**config.mk**
```make
export PLATFORM = sky130hd
export DESIGN_NAME = ctrlpop
export DESIGN_NICKNAME = d
export VERILOG_FILES = /design/src/rtl/ctrlpop.sv
export SDC_FILE = /design/constraint.sdc
export NUM_CORES = 1
export LEC_CHECK = 0
export CORE_MARGIN = 1
export CORE_UTILIZATION = 54
export CTS_BUF_LIST = sky130_fd_sc_hd__clkbuf_4 sky130_fd_sc_hd__clkbuf_8 sky130_fd_sc_hd__clkbuf_16
export CTS_CLUSTER_DIAMETER = 40
export DETAILED_ROUTE_END_ITERATION = 10
export MAX_ROUTING_LAYER = met4
export PLACE_DENSITY = 0.8
export SYNTH_ARGS = -nofsm -noshare
export SYNTH_HDL_FRONTEND = slang
export SYNTH_SLANG_ARGS = --single-unit
export TNS_END_PERCENT = 100
```
**constraint.sdc**
```tcl
create_clock -name clk -period 6.1 [get_ports clk]
set_input_delay 1.525 -clock clk [delete_from_list [all_inputs] [get_ports clk]]
set_output_delay 1.525 -clock clk [all_outputs]
set_load 0.02 [all_outputs]
```
**src/rtl/ctrlpop.sv**
```systemverilog
// Extract-min controller for a 1-indexed binary min-heap in a 256x8 single-port memory.
// Latency: 2 cycles (ROOT, LAST), then 3 per comparison level, 1 for the terminating LEFT probe, 1 for FIN.
// Backpressure: none; start is sampled only in IDLE and ignored while a pop is in flight.
module ctrlpop #(
   parameter int DW = 8,
   parameter int AW = 8
) (
   input  logic          clk,
   input  logic          reset,
   input  logic          start,
   input  logic [DW-1:0] mdout,
   input  logic [AW-1:0] size,
   output logic          sizedec,
   output logic          mwen,
   output logic [AW-1:0] maddr,
   output logic [DW-1:0] mdin,
   output logic [DW-1:0] dout,
   output logic          err,
   output logic          done
);

   localparam logic [2:0] S_IDLE  = 3'd0;
   localparam logic [2:0] S_ROOT  = 3'd1;
   localparam logic [2:0] S_LAST  = 3'd2;
   localparam logic [2:0] S_LEFT  = 3'd3;
   localparam logic [2:0] S_RIGHT = 3'd4;
   localparam logic [2:0] S_COMP  = 3'd5;
   localparam logic [2:0] S_FIN   = 3'd6;
   localparam logic [2:0] S_EMPTY = 3'd7;

   logic [2:0]    state;
   logic [2:0]    nxt;
   logic [AW-1:0] idx;
   logic [DW-1:0] tmp;
   logic [DW-1:0] lc;
   logic [DW-1:0] rc;
   logic          rv;

   // Child indices carry one extra bit so 2*idx never wraps for idx >= 2^(AW-1).
   logic [AW:0]   l;
   logic [AW:0]   r;
   logic [AW:0]   size_w;
   logic          l_ok;
   logic          r_ok;
   logic          take_right;
   logic [DW-1:0] cv;
   logic [AW-1:0] c;
   logic          move;

   assign l      = {idx, 1'b0};
   assign r      = {idx, 1'b1};
   assign size_w = {1'b0, size};
   assign l_ok   = (l <= size_w);
   assign r_ok   = (r <= size_w);

   // Ties between children go left; the child moves up only if strictly smaller than tmp.
   assign take_right = rv && (rc < lc);
   assign cv         = take_right ? rc : lc;
   assign c          = take_right ? r[AW-1:0] : l[AW-1:0];
   assign move       = (cv < tmp);

   // Next-state and memory-port decode; all outputs forced quiet while reset is held
   // so an aborted pop cannot issue a write on the reset edge.
   always_comb begin
      nxt     = state;
      maddr   = '0;
      mwen    = 1'b0;
      mdin    = '0;
      sizedec = 1'b0;
      done    = 1'b0;
      err     = 1'b0;
      case (state)
         S_IDLE: begin
            if (start) begin
               nxt = (size == '0) ? S_EMPTY : S_ROOT;
            end
         end
         S_ROOT: begin
            maddr = AW'(1);
            nxt   = S_LAST;
         end
         S_LAST: begin
            maddr   = size;
            sizedec = 1'b1;
            nxt     = S_LEFT;
         end
         S_LEFT: begin
            if (!l_ok) begin
               nxt = S_FIN;
            end else begin
               maddr = l[AW-1:0];
               nxt   = S_RIGHT;
            end
         end
         S_RIGHT: begin
            maddr = r_ok ? r[AW-1:0] : idx;
            nxt   = S_COMP;
         end
         S_COMP: begin
            if (move) begin
               mwen  = 1'b1;
               maddr = idx;
               mdin  = cv;
               nxt   = S_LEFT;
            end else begin
               nxt = S_FIN;
            end
         end
         S_FIN: begin
            mwen  = 1'b1;
            maddr = idx;
            mdin  = tmp;
            done  = 1'b1;
            nxt   = S_IDLE;
         end
         S_EMPTY: begin
            done = 1'b1;
            err  = 1'b1;
            nxt  = S_IDLE;
         end
         default: nxt = S_IDLE;
      endcase
      if (!reset) begin
         nxt     = S_IDLE;
         maddr   = '0;
         mwen    = 1'b0;
         mdin    = '0;
         sizedec = 1'b0;
         done    = 1'b0;
         err     = 1'b0;
      end
   end

   // State and datapath registers: capture root, last element and children as they are read.
   always_ff @(posedge clk) begin
      if (!reset) begin
         state <= S_IDLE;
         idx   <= '0;
         tmp   <= '0;
         lc    <= '0;
         rc    <= '0;
         rv    <= 1'b0;
         dout  <= '0;
      end else begin
         state <= nxt;
         case (state)
            S_ROOT: begin
               dout <= mdout;
               idx  <= AW'(1);
            end
            S_LAST: tmp <= mdout;
            S_LEFT: begin
               if (l_ok) lc <= mdout;
            end
            S_RIGHT: begin
               if (r_ok) begin
                  rc <= mdout;
                  rv <= 1'b1;
               end else begin
                  rv <= 1'b0;
               end
            end
            S_COMP: begin
               if (move) idx <= c;
            end
            default: ;
         endcase
      end
   end

endmodule

```
==> Yosys cells after proc, flatten, opt, wreduce, memory -nomap -nowiden <==
Cells that the tools add are included.
{ "totals": {"regBits": 44, "latchBits": 0, "ramBits": 0, "romBits": 0, "in_bits": 19, "out_inout_bits": 28, "elab_cells": 55, "memories": 0} }
{ "classes": {"n_addsub": 0, "mul": 0, "n_div": 0, "n_lt_le_gt_ge": 4, "n_eq_ne": 9, "shifts": 0, "n_mux": 27, "bitwise_logic": 0, "n_reduce_logical": 8} }
{ "op_table": {"columns": ["op", "count"], "rows": [
  ["$mux 8", 8],
  ["$pmux 8 s6", 1],
  ["$pmux 8 s2", 2],
  ["$pmux 3 s7", 1],
  ["$le 9x8->1", 2],
  ["$lt 8x8->1", 2],
  ["$eq 3x3->1 const B", 4],
  ["$mux 1", 10],
  ["$mux 3", 3],
  ["$logic_not 8->1", 1],
  ["$eq 3x2->1 const B", 2],
  ["$reduce_and 2->1", 3],
  ["$ne 2x2->1 const B", 2],
  ["$eq 3x1->1 const B", 1],
  ["$logic_not 3->1", 1],
  ["$mux 2", 1],
  ["$pmux 1 s2", 1],
  ["$reduce_bool 2->1", 1],
  ["$reduce_or 2->1", 1],
  ["$logic_and 1x1->1", 1]
]} }

==> Longest topological paths before layout <==
{ "depth": {"depth_word": 7, "mapped_depth": 17, "depth_no_buf": 15} }

==> Least setup slack after synthesis <==
OpenSTA, ideal clock, no wires.
{ "synth_path": {"path_type": "flip-flop to output port", "from": "reg lc[3]", "to": "out mdin[0]", "t_arrival_ps": 3600, "t_required_ps": 4575, "slack_ps": 975, "stages_incl_launch_ff": 18, "path_buffers": 2, "path_cell_list": "dfxtp_1 > inv_1 > ha_1 > a211oi_2 > o21a_1 > o21ba_1 > buf_6 > clkbuf_1 > nor2_1 > a21oi_1 > inv_1 > ha_1 > a21o_1 > a221oi_2 > and2_1 > and3_1 > a31oi_2 > o21ai_0"} }
{ "synth_via": {"elab_chain_len": 7} }
{ "synth_rtl": {"columns": ["element", "line", "source"], "rows": [
  ["from (decl)", "35", "logic [DW-1:0] lc;"],
  ["from (signal assigned)", "153", "if (l_ok) lc <= mdout;"],
  ["$lt 8x8->1", "57", "assign take_right = rv && (rc < lc);"],
  ["$logic_and 1x1->1", "57", null],
  ["$mux 8 *", "58", "assign cv = take_right ? rc : lc;"],
  ["$lt 8x8->1", "60", "assign move = (cv < tmp);"],
  ["$mux 8 *", "100", "if (move) begin"],
  ["$pmux 8 s2 *", "72", "case (state)"],
  ["$mux 8 *", "123", "if (!reset) begin"],
  ["to (decl)", "16", "output logic [DW-1:0] mdin,"]
]} }
Mark *: on every way between the ends. The rest lies on a longest branch, timed or not.

==> Worst setup path in the final report <==
{ "layout_path": {"from": "in size[5]", "to": "out maddr[6]"} }
{ "layout_via": {"elab_chain_len": 4, "elab_cells_between_ends": 6, "classes_between": "2 x order compare; 4 x mux"} }
{ "layout_rtl": {"columns": ["element", "line", "source"], "rows": [
  ["from (decl)", "12", "input logic [AW-1:0] size,"],
  ["$le 9x8->1 (on tied branches)", "54, 53", null],
  ["$mux 8 (on tied branches)", "96, 88", null],
  ["$pmux 8 s6 *", "72", null],
  ["$mux 8 *", "123", null],
  ["to (decl)", "15", "output logic [AW-1:0] maddr,"]
]} }
Marked as above.

==> out/results.ini <==
[drt]
antenna_left=0
drtIter0Drc=366
firstDrtPassIters=5
num_vias=2805
drt-total-wl_mm=7.33
drc=0
wl_per_cell_um=15.3
via_per_inst=5.87

[synth]
ys_seq_area_share_pct=30.1
netlist_top_cells_area=dfxtp_1 (30%), ha_1 (9.4%), nand2_1 (8.5%)
synth_top_flop_cell=dfxtp_1
synth_top_cell_area_share_pct=30.1
synth_cells=371
ys_async_sr_fraction_pct=0
ys_types=48
syn_avg_cell_area_sq_um=7.88
netlist.top_cell.by_area=dfxtp_1
ys_warn_count=0
netlist_area_sq_um=2920
synth-edff-count=0
ys_ff_latch=44
syn-num-nets=412

[floorplanning]
io_pins=47
die_h_um=75.6
num_rows=26
core_sq_um=5170
die_w_um=75.6
dieArea_sq_um=5710
initial_core_util_pct=56.5

[worst_setup_path]
cp-start-kind=input port
endpoint_kind=output port
path_class=input port to output port
crit_arrival_ns=4.41
crit_fanout=7
cp_data_required_time_ns=4.58

[layout]
fill_cells=432
instances_no_fill=478
final_cell_mix=nand2_1 (66), clkdlybuf4s50_1 (45), dfxtp_1 (44)
layout-drive-gt1-share_pct=5.64
final_common_cell=nand2_1
antennaDiodeCount=0
fin_nets=448
areaGrowthSynthToFinish_pct=20.3

[clock_tree]
clockRootBuffer=clkbuf_8
path_clk_slew_ns=0.08
cts.sinks=44
tritoncts=built
clk_path_buf_depth=2
post_cts_buffers=0
cts_buffers=5
hold_buffers=0
clk_latency_ns=0.30
htreeDepth=2

[grt]
overflow=0
antenna_found_initial=0
grt_first_pass_wirelength_mm=11.6
grt_max_degree=61
grt_use_total_pct=27.7
grt_pass1_vias=2389

[sta]
hold_viol_final=0
fin_skew_ns=0.00994
slew_headroom_pct=26.4
fin_setup_tns_ns=0
timing.final.crit_period_ns=5.94
fmax_ghz=0.168
drv_slew=0
rsz0062_at_grt=no
period_share_pct=97.3
worstMarginPinSlew_ns=1.10
setup_viol=0

[outcome]
outcome=completed

[power]
leakage_nw=1.28
irDropWorstVdd_uv=130
p_per_area_nw_per_um2=178

[run]
drv_cap=0

[place]
dpl.hpwl_mm=5.30
place_inst=470
gp_congestion=0.947
port_buffers=46

[worst_hold_path]
hp-class=register to register

cells by family after synthesis:
family / share of synthesized area, %
DFF: 30.1
AOI/OAI and AO/OA: 26.7
adders and majority gates: 9.41
buffers and inverters: 7.06
and+or+nand+nor: 21.2
muxes: 5.48
cell type report:
type                    count  area (sq um)  area share [%]
clock inverters             2          10.0           0.284
repair buffers             48           478            13.6
multi-input cells         277          1860            53.0
well taps                  70          87.6            2.49
clock buffers               6          82.6            2.35
flip-flops and latches     44           881            25.0
inverters                  31           116            3.31
path summary, 6_finish.rpt:
kind	from	to	slack, ns	cells after the start
worst min register to register	dout[3]	dout[3]	0.46	2
worst min-delay path	dout[3]	dout[3]	0.46	2
worst max-delay path	size[5]	maddr[6]	0.16	10
worst max register to register	lc[3]	idx[6]	2.38	14
repair_timing:
| item | CTS | global route |
|---|---|---|
| resized for setup | 1 | 5 |
| setup endpoints to repair | 7 | 15 |
| hold endpoints to repair | 0 | 0 |
synth_stat cells, types with 4 or more instances:
cell,n
o21ai_0,30
a31oi_1,6
a21boi_0,25
inv_1,31
and3_1,4
a32oi_1,7
nand4b_1,4
nor2_1,14
clkbuf_1,14
ha_1,22
nand2_1,66
nor2b_1,9
dfxtp_1,44
nand3_1,11
mux2i_1,16
a21oi_1,12
critical path, cell delays in order:
cell and delay [ns]:
clkdlybuf4s50_1 0.55, inv_1 0.08, ha_1 0.31, and4b_1 0.26, o2111ai_1 0.22, a31oi_2 0.36
o22ai_2 0.21, a32oi_1 0.25, o21ai_1 0.09, clkdlybuf4s50_1 0.55
metrics by stage:
stage	util (%)	instance area, sq um	power [mW]	hold WS (ns)	setup WS [ns]
after global placement	65.7	3400	0.434	0.451	0.260
after global routing	68.0	3520	0.655	0.504	0.0218
after detailed placement	65.7	3400	0.436	0.458	0.149
after floorplan	-	2920	0.389	0.457	0.975
final	68.0	3520	0.628	0.464	0.162
after CTS	67.5	3490	0.627	0.470	0.113
registers in the layout (all words and copies together), names as in the netlist:
name	cells
dout	8
lc	8
idx	8
tmp	8
rc	8
state	3
rv	1
where the power goes:
part           internal, mW  switching, mW
Sequential            0.298         0.0110
Combinational        0.0513         0.0747
Clock                0.0905          0.103
layer usage:
metal | routed length, um | vias to the layer above | global-route usage, %
li1 | - | 1384 | -
met1 | 3570 | 1318 | 40.5
met2 | 3270 | 89 | 39.7
met3 | 393 | 14 | 4.50
met4 | 97 | 0 | 6.38
met5 | 0 | - | -
(Power assumes the default switching activity.)
